===== src/rtl/uart_tx_param.sv =====
// Parametrised UART transmitter: valid/ready input FIFO feeding a start/data/parity/stop
// serialiser with a registered, glitch-free TXD line.
module uart_tx_param #(
  parameter int CLK_HZ     = 50000000,
  parameter int BAUD       = 9600,
  parameter int DATA_BITS  = 8,
  parameter int PARITY     = 0,
  parameter int STOP_BITS  = 1,
  parameter int FIFO_DEPTH = 4
) (
  input  logic                          clk_50M,
  input  logic                          rst_n,
  input  logic                          tx_valid,
  input  logic [DATA_BITS-1:0]          tx_data,
  output logic                          tx_ready,
  output logic                          uart_txd,
  output logic                          busy,
  output logic [$clog2(FIFO_DEPTH):0]   fifo_count,
  output logic                          baud_tick
);

  localparam int DIV   = (CLK_HZ + BAUD / 2) / BAUD;
  localparam int CNT_W = (DIV > 1) ? $clog2(DIV) : 1;
  localparam int AW    = $clog2(FIFO_DEPTH);
  localparam int CW    = AW + 1;

  localparam logic [CNT_W-1:0] CNT_LAST  = CNT_W'(DIV - 1);
  localparam logic [3:0]       DATA_LAST = 4'(DATA_BITS - 1);
  localparam logic [3:0]       STOP_LAST = 4'(STOP_BITS - 1);
  localparam logic [CW-1:0]    FIFO_FULL = CW'(FIFO_DEPTH);

  typedef enum logic [2:0] {IDLE, START, DATA, PAR, STOP} state_t;

  state_t               state;
  logic [CNT_W-1:0]     baud_cnt;
  logic [3:0]           bit_cnt;
  logic [DATA_BITS-1:0] shreg;
  logic                 par_bit;
  logic                 line_bit;

  logic [DATA_BITS-1:0] mem [FIFO_DEPTH];
  logic [AW-1:0]        wr_ptr;
  logic [AW-1:0]        rd_ptr;
  logic [DATA_BITS-1:0] fifo_head;
  logic                 push;
  logic                 pop;
  logic                 stop_done;

  function automatic logic calc_parity(input logic [DATA_BITS-1:0] w);
    return (PARITY == 1) ? ~(^w) : (^w);
  endfunction

  assign tx_ready  = (fifo_count != FIFO_FULL);
  assign push      = tx_valid && tx_ready;
  assign fifo_head = mem[rd_ptr];
  assign baud_tick = (state != IDLE) && (baud_cnt == CNT_LAST);
  assign stop_done = (state == STOP) && baud_tick && (bit_cnt == STOP_LAST);
  // Pop from IDLE, or on the last stop-bit edge so the next frame starts with no gap.
  assign pop       = (fifo_count != '0) && ((state == IDLE) || stop_done);
  assign busy      = (state != IDLE) || (fifo_count != '0);

  always_ff @(posedge clk_50M or negedge rst_n) begin
    if (!rst_n) begin
      wr_ptr     <= '0;
      rd_ptr     <= '0;
      fifo_count <= '0;
    end else begin
      if (push) wr_ptr <= wr_ptr + AW'(1);
      if (pop)  rd_ptr <= rd_ptr + AW'(1);
      case ({push, pop})
        2'b10:   fifo_count <= fifo_count + CW'(1);
        2'b01:   fifo_count <= fifo_count - CW'(1);
        default: fifo_count <= fifo_count;
      endcase
    end
  end

  always_ff @(posedge clk_50M) begin
    if (push) mem[wr_ptr] <= tx_data;
  end

  // Word and its parity are captured at pop so later FIFO traffic cannot disturb the frame.
  always_ff @(posedge clk_50M) begin
    if (pop) begin
      shreg   <= fifo_head;
      par_bit <= calc_parity(fifo_head);
    end else if ((state == DATA) && baud_tick) begin
      shreg   <= shreg >> 1;
    end
  end

  always_comb begin
    line_bit = 1'b1;
    case (state)
      IDLE:    line_bit = 1'b1;
      START:   line_bit = 1'b0;
      DATA:    line_bit = shreg[0];
      PAR:     line_bit = par_bit;
      STOP:    line_bit = 1'b1;
      default: line_bit = 1'b1;
    endcase
  end

  always_ff @(posedge clk_50M or negedge rst_n) begin
    if (!rst_n) begin
      state    <= IDLE;
      baud_cnt <= '0;
      bit_cnt  <= '0;
      uart_txd <= 1'b1;
    end else begin
      uart_txd <= line_bit;

      if ((state == IDLE) || baud_tick) baud_cnt <= '0;
      else                              baud_cnt <= baud_cnt + CNT_W'(1);

      case (state)
        IDLE: begin
          if (pop) begin
            state   <= START;
            bit_cnt <= '0;
          end
        end
        START: begin
          if (baud_tick) begin
            state   <= DATA;
            bit_cnt <= '0;
          end
        end
        DATA: begin
          if (baud_tick) begin
            if (bit_cnt == DATA_LAST) begin
              bit_cnt <= '0;
              state   <= (PARITY != 0) ? PAR : STOP;
            end else begin
              bit_cnt <= bit_cnt + 4'd1;
            end
          end
        end
        PAR: begin
          if (baud_tick) begin
            state   <= STOP;
            bit_cnt <= '0;
          end
        end
        STOP: begin
          if (baud_tick) begin
            if (bit_cnt == STOP_LAST) begin
              bit_cnt <= '0;
              state   <= pop ? START : IDLE;
            end else begin
              bit_cnt <= bit_cnt + 4'd1;
            end
          end
        end
        default: begin
          state   <= IDLE;
          bit_cnt <= '0;
        end
      endcase
    end
  end

endmodule


===== config.mk =====
export PLATFORM = sky130hd
export DESIGN_NAME = uart_tx_param
export DESIGN_NICKNAME = d
export VERILOG_FILES = /design/src/rtl/uart_tx_param.sv
export SDC_FILE = /design/constraint.sdc
export NUM_CORES = 1
export LEC_CHECK = 0
export BUFFER_PORTS_ARGS = -buffer_cell sky130_fd_sc_hd__clkbuf_2
export CORE_MARGIN = 1.5
export CORE_UTILIZATION = 59
export DETAILED_ROUTE_END_ITERATION = 6
export PLACE_DENSITY = 0.81
export SLEW_MARGIN = 10
export SYNTH_ARGS = -nofsm -noshare
export SYNTH_HDL_FRONTEND = slang
export SYNTH_SLANG_ARGS = --single-unit

===== constraint.sdc =====
create_clock -name clk_50M -period 5.3 [get_ports clk_50M]
set_input_delay 1.325 -clock clk_50M [delete_from_list [all_inputs] [get_ports clk_50M]]
set_output_delay 1.325 -clock clk_50M [all_outputs]
set_load 0.1 [all_outputs]

---- After elaboration in Yosys (flattened, before gate mapping) ----
Memories as Yosys holds them, arrays and structs flattened.
Cells that the tools add are included.
storage, ports and cells
  flip-flop bits (word level) ............. 37
  memory bits (read-only) ................. 0
  memories kept ........................... 1
  input port bits ......................... 11
  logic and storage cells ................. 75
  bits in latches ......................... 0
  bits in writable memories ............... 32
memory list
  name  depth  bits a word  rd ports  clocked after memory_dff  wr ports  line  text
  mem   4      8            1         0                         1         41    logic [DATA_BITS-1:0] mem [FIFO_DEPTH];
operators by class
  reduce and logical (&&, ||, !) cells .... 19
  multiplexer cells ....................... 23
  equality and inequality tests ........... 17
  bitwise operators ....................... 0
  div/mod/pow operators ................... 0
  $mul .................................... 0
  $lt $le $gt $ge ......................... 0
  $add $sub $neg .......................... 6
  shift operators ......................... 0
operators by type and width
  cell                     number
  $mux W4                  6
  $mux W3                  7
  $mux W8                  2
  $pmux W4 S4              1
  $pmux W3 S5              1
  $add A13 B1 Y13 const B  1
  $eq A13 B13 Y1 const B   1
  $mux W13                 1
  $ne A2 B2 Y1 const B     5
  $reduce_xor A8 Y1        1
  $reduce_and A7 Y1        1
  $eq A3 B2 Y1 const B     2
  $logic_and A1 B1 Y1      6
  $ne A2 B1 Y1 const B     3
  $pmux W3 S2              1
  $reduce_bool A3 Y1       2
  $add A2 B1 Y2 const B    2
  $add A4 B1 Y4 const B    1
  $eq A4 B3 Y1 const B     1
  $logic_not A4 Y1         1
  $reduce_and A4 Y1        1
  $reduce_bool A2 Y1       2
  $add A3 B1 Y3 const B    1
  $eq A3 B1 Y1 const B     1
  10 further kinds         14

---- Longest topological paths before layout ----
Gate-level depths: netlist (run 1).
  word-level depth ........................ 10
  gate-level depth with buffers ........... 14

---- Worst setup path after synthesis (run 1) ----
Ideal clock, no wire load.
  path kind ............................... register to output
  start point ............................. register baud_cnt[0]
  end point ............................... output baud_tick
  data arrival time ....................... 2.845 ns
  stages on the path, launching flop included .. 6
  path buffers ............................ 1
  slack ................................... 1.130 ns
  required time ........................... 3.975 ns
  cells stage by stage .................... dfrtp_1 > ha_1 > or3b_2 > or4_4 > buf_6 > nor2_1
on the way
  word-level cells in the longest chain between the ends .. 2
RTL lines
  element                 line  text
  from (decl)             35    logic [CNT_W-1:0] baud_cnt;
  from (signal assigned)  114   else baud_cnt <= baud_cnt + CNT_W'(1);
  $eq A13 B13 Y1          56    assign baud_tick = (state != IDLE) && (baud_cnt == CNT_LAST);
  $logic_and A1 B1 Y1     56
  to (decl)               19    output logic baud_tick
No other way between the ends.

---- Worst setup path after layout (run 1) ----
  start point ............................. register baud_cnt[3]
  end point ............................... output baud_tick
The elaborated chain is that of the path after synthesis.

==> metrics.md, run 1 <==
| Metric | Value |
|---|---|
| Status | completed |
| CTS Root Buffer Type | clkbuf_8 |
| Clock Skews | 0.00316 ns |
| Most frequent cells in the layout | edfxtp_1, dfrtp_1, nor2_1 |
| Crit Path Max Fanout | 8 |
| Dpl ws | 1.77 ns |
| Largest cells by area after synthesis | edfxtp_1, dfrtp_1, mux4_2 |
| Smallest hold slack | 0.510 ns |
| Multi-input logic area | 1150 sq um |
| Core area | 5140 sq um |
| Initial antenna violation count | 0 |
| Max-slew violation count | 0 |
| Final Cycle Share | 0.740 |
| Avg WL per Cell | 16.4 microns |
| Setup tns final | 0 ns |
| Clk sink count | 69 |
| Worst-case vdd ir drop | 496 uV |
| Area share of the largest cell type after synthesis | 0.388 |
| Slew @ Worst Pin | 0.964 ns |
| Largest area contributor in the netlist | edfxtp_1 |
| Placed cells | 310 |
| Worst-skew pair later-pin latency | 0.33 ns |
| Final Worst Setup Slack | 1.38 ns |
| Routability congestion estimate from global placement | 0.793 |
| TritonCTS buffer count | 9 |
| CTS Hold Bufs | 0 |
| DPL Wire Length | 3530 microns |
| Max Cap Viol | 0 |
| Gr usage total | 0.206 |
| Commonest non-fill, non-tap cell in the layout | edfxtp_1 |
| Count of cell types in the netlist | 44 |
| Worst hold path depth | 1 |
| Reg2Reg Depth | 11 |
| Max-Slew Margin vs Limit | 0.353 |
| Via count | 1,848 |
| Crit start category | register |
| Synth Instances | 230 |
| Synth-to-Final Area Change | 11.9% |
| Initial Utilization | 0.617 |
| HP Class | register to register |
| Post-route DRC | 0 |
| CP peak stage delay | 0.62 ns |
| Yosys warning count | 0 |
| Synth Net Count | 250 |
| Critical-path cell list | or4b_1 -> or4_4 -> nor2_1 -> clkbuf_2 |
| Max Clk Rate | 0.255 GHz |
| H-tree Lvls | 3 |
| First-pass GRT wire length | 8930 microns |
| Chip Height | 76.3 microns |
| Fillers | 362 |
| Fin crit period | 3.92 ns |
| # diodes | 0 |
| Final Hold Fails | 0 |
| Overflow left after global routing | 0 |
| Post-CTS sizing | 0 |
| Vias in the first global route | 1,840 |
| Mapped Avg Cell Area | 13.8 sq um |
| Nets | 271 |
| Clock slew at reported path FFs | 0.07 ns |
| Yosys reg bits | 69 |
| Unrepaired setup endpoints after global routing | no |
| Mapped Area | 3170 sq um |
| FF+latch area | 1930 sq um |
| Finished Layout Cells | 326 |
| Pwr Density | 553 nW/um^2 |
| Drt via density | 5.67 |
| Worst path required time | 3.97 ns |
| Layout cells sized above 1 | 0.227 |
| Register area share after synthesis | 0.610 |
| Leak | 1.42 nW |
| DRT Pass-1 Iters | 4 |
| Tot Pwr | 1.96 mW |
| Post-CTS setup buffer count | 0 |
| Final WL | 5360 microns |
| Port-buffer cells | 17 |
| TritonCTS clock tree | done |
| Top-Level Pins | 18 |
| Longest Clk Path Bufs | 2 |
| Setup Viol. Count Final | 0 |
| Kind of end point of the critical path | output pin |
| Die width | 76.3 microns |
| CP arrival | 2.60 ns |
| Setup Crit Path Kind | register to output pin |
| Slowest CP cell | or4_4 |
| Largest net degree at the start of global routing | 29 |
| Die area | 5820 sq um |
| Post-DRT Antenna Nets | 0 |
| Num rows | 26 |
| Starting DRT DRC Count | 85 |
[through the flow]
step,area (sq um),util
floorplan,3170,-
global placement,3310,0.644
detailed placement,3310,0.644
CTS,3550,0.690
global route,3550,0.690
finish,3550,0.690
[power breakdown]
group | internal (mW) | total (mW) | switching (mW)
logic | 0.259 | 0.636 | 0.377
registers | 0.713 | 0.822 | 0.109
clock network | 0.310 | 0.501 | 0.191
[Yosys cell counts, drive strengths merged]
cell,count
a21boi,1
a21o,1
a21oi,2
a22o,1
a31o,1
and2,3
and2b,1
and3,6
buf,4
clkbuf,4
dfrtp,27
dfstp,1
edfxtp,41
fa,1
ha,8
inv,12
mux2,7
mux2i,1
mux4,8
nand2,10
nand2b,4
nand3,13
nand3b,1
nand4,2
nand4b,1
nor2,21
nor2b,1
nor3,3
nor3b,1
o21ai,10
o22ai,1
o31ai,2
or3,1
or3b,2
or4,1
or4b,1
xnor2,14
xor2,11
[cell type report]
class                   count  share of cell area
clock inverters             7              0.0321
flip-flops and latches     69               0.545
repair buffers             18              0.0261
well taps                  70              0.0247
multi-input cells         141               0.324
clock buffers               9              0.0349
inverters                  12              0.0127
[sequential cells by signal, summed over array words and instances, names as in the netlist]
| name | count |
|---|---|
| fifo_count | 3 |
| par_bit | 1 |
| baud_cnt | 13 |
| rd_ptr | 2 |
| shreg | 8 |
| state | 3 |
| wr_ptr | 2 |
| bit_cnt | 4 |
| mem | 32 |
| uart_txd | 1 |
[kinds of logic after synthesis]
logic type               count (synthesis)  synth area share
flip-flops                              69             0.610
multiplexers                            16            0.0908
AO/OA/AOI/OAI                           19            0.0438
buffers and inverters                   20            0.0288
AND/OR/NAND/NOR                         72             0.120
XOR/XNOR                                25            0.0691
adder cells (fa/ha/maj)                  9            0.0379
[critical path: cells and delay by family, from the launching register on]
kind	cells	cell delay [ns]
buffers and inverters	1	0.48
flip-flops	1	0.44
AND/OR/NAND/NOR	3	1.35
[path summary, 6_finish.rpt]
kind | to | slack [ns] | start
max | baud_tick | 1.38 | baud_cnt[3]
min | baud_cnt[0] | 0.51 | baud_cnt[0]
max reg2reg | fifo_count[2] | 1.87 | baud_cnt[3]
min reg2reg | baud_cnt[0] | 0.51 | baud_cnt[0]
max in group asynchronous | baud_cnt[10] | 3.84 | rst_n
min in group asynchronous | baud_cnt[3] | 1.02 | rst_n
[per-layer routing]
metal / share of wire / GRT usage / wire length (microns)
met4: 0.022 / 0.115 / 116
met2: 0.50 / 0.319 / 2680
met5: 0 / 0 / 0
met3: 0.032 / 0.0431 / 170
met1: 0.45 / 0.274 / 2400
Note: power is estimated with default switching activity, not from simulation.
==> inputs of run 2 (changes only) <==
Clock period 5.3 ns to 3.69 ns, I/O delays scaled along.
==> metrics.md, run 2 (same netlist as run 1, synthesis figures left out) <==
| Metric | Value |
|---|---|
| Status | completed |
| Slew @ Worst Pin | 0.704 ns (-0.261 ns) |
| Initial Utilization | 0.617 (unchanged) |
| CTS Hold Bufs | 0 (unchanged) |
| Nets | 273 (+0.74%) |
| Final Cycle Share | 0.936 |
| TritonCTS clock tree | done |
| Crit Path Max Fanout | 8 (unchanged) |
| Synth-to-Final Area Change | 12.0% |
| Commonest non-fill, non-tap cell in the layout | edfxtp_1 |
| Gr usage total | 0.210 (+0.00432) |
| Drt via density | 5.51 (-2.9%) |
| Crit start category | register |
| Setup Crit Path Kind | register to output pin |
| Core area | 5140 sq um (unchanged) |
| Worst-case vdd ir drop | 486 uV (-1.9%) |
| Setup tns final | 0 ns (unchanged) |
| Max Cap Viol | 0 (unchanged) |
| Overflow left after global routing | 0 (unchanged) |
| First-pass GRT wire length | 9120 microns (+2.2%) |
| Finished Layout Cells | 328 (+0.61%) |
| Internal cell power | 1.79 mW (+40%) |
| Die width | 76.3 microns (unchanged) |
| Largest Register | mem |
| TritonCTS buffer count | 9 (unchanged) |
| Top-Level Pins | 18 (unchanged) |
| Starting DRT DRC Count | 100 (+18%) |
| Worst path required time | 2.77 ns (-1.20 ns) |
| Avg WL per Cell | 15.9 microns (-3.4%) |
| FF-to-FF setup slack | 0.60 ns (-1.27 ns) |
| Layout cells sized above 1 | 0.236 (+0.00987) |
| Max-slew violation count | 0 (unchanged) |
| Via count | 1,806 (-2.3%) |
| DPL Wire Length | 3530 microns (-0.28%) |
| Post-route DRC | 0 (unchanged) |
| Worst-skew pair later-pin latency | 0.35 ns (+0.02 ns) |
| Final WL | 5210 microns (-2.8%) |
| Max FFs per register | 32 (unchanged) |
| Largest net degree at the start of global routing | 29 (unchanged) |
| Clk pwr share | 0.250 (-0.006) |
| Comb power frac | 0.329 (+0.004) |
| Leak | 1.43 nW (+0.63%) |
| Num rows | 26 (unchanged) |
| Most frequent cells in the layout | edfxtp_1, dfrtp_1, nor2_1 |
| Pwr Density | 787 nW/um^2 (+42%) |
| Kind of end point of the critical path | output pin |
| Flop pwr share | 0.421 (about the same) |
| Clk sink count | 69 (unchanged) |
| Chip Height | 76.3 microns (unchanged) |
| DRT Pass-1 Iters | 4 (unchanged) |
| Die area | 5820 sq um (unchanged) |
| Longest Clk Path Bufs | 2 (unchanged) |
| Clock slew at reported path FFs | 0.08 ns (about the same) |
| Max-Slew Margin vs Limit | 0.531 (+0.178) |
| Setup Viol. Count Final | 0 (unchanged) |
| Unrepaired setup endpoints after global routing | no |
| HP Class | register to register |
| Placed cells | 312 (+0.65%) |
| Largest registers | mem x32, baud_cnt x13, shreg x8 |
| Post-CTS setup buffer count | 0 (unchanged) |
| Post-DRT Antenna Nets | 0 (unchanged) |
| Post-CTS sizing | 0 (unchanged) |
| CP arrival | 2.53 ns (-0.07 ns) |
| Smallest hold slack | 0.512 ns (+0.00194 ns) |
| Initial antenna violation count | 0 (unchanged) |
| Sw Pwr | 1.00 mW (+48%) |
| H-tree Lvls | 3 (unchanged) |
| Fillers | 374 (+3.3%) |
| Routability congestion estimate from global placement | 0.775 (-2.3%) |
| CTS Root Buffer Type | clkbuf_8 |
| Sw Share | 0.358 (+0.0129) |
| Clock Skews | 0.0124 ns (+0.00926 ns) |
| Port-buffer cells | 17 (unchanged) |
| Max Clk Rate | 0.289 GHz |
| Final Hold Fails | 0 (unchanged) |
| Vias in the first global route | 1,880 (+2.2%) |
| Fin crit period | 3.46 ns |
| # diodes | 0 (unchanged) |
==> run 2: critical path, stage by stage, from the launching register on <==
cell	delay (ns)
dfrtp_1	0.41
ha_1	0.23
or3b_2	0.45
or4_4	0.51
nor2_2	0.13
clkbuf_2	0.46
==> run 2: cell type report <==
cell class	count	area [sq um]	share of cell area
Multi-Input combinational cell	141	1150	0.323
Sequential cell	69	1930	0.544
Clock inverter	7	106	0.0300
Timing Repair Buffer	20	108	0.0303
Clock buffer	9	124	0.0349
Inverter	12	45.0	0.0127
Tap cell	70	87.6	0.0247
==> run 2: final timing paths <==
check | start | endpoint | depth (start not counted)
setup reg to reg | baud_cnt[0] | fifo_count[2] | 12
hold / removal | shreg[0] | uart_txd | 2
min in group asynchronous | rst_n | baud_cnt[7] | 1
max in group asynchronous | rst_n | rd_ptr[0] | 1
hold reg to reg | shreg[0] | uart_txd | 2
setup / recovery | baud_cnt[0] | baud_tick | 5
==> run 2: through the flow <==
stage	total power [mW]	utilization	setup slack, ns	area, sq um
2_1_floorplan	1.91	-	0.0428	3170
3_3_place_gp	2.09	0.646	0.641	3320
3_5_place_dp	2.12	0.646	0.607	3320
4_1_cts	2.82	0.691	0.211	3550
5_1_grt	2.95	0.691	0.116	3550
6_report	2.79	0.691	0.234	3550
==> run 2: routing by layer <==
layer  vias up  track usage  wire length [microns]
met1       907        0.281                   2310
met2        24        0.325                   2620
met4         0       0.0741                     76
li1        865            -                      -
met5         -            0                      0
met3        10       0.0719                    205
==> run 2: power by group through the flow <==
stage	Clock [mW]	Combinational, mW	Sequential (mW)
final	0.697	0.920	1.18
after global routing	0.746	1.00	1.21
after CTS	0.712	0.932	1.18
after detailed placement	0	0.923	1.19
after global placement	0	0.898	1.19
after floorplan	0	0.666	1.25
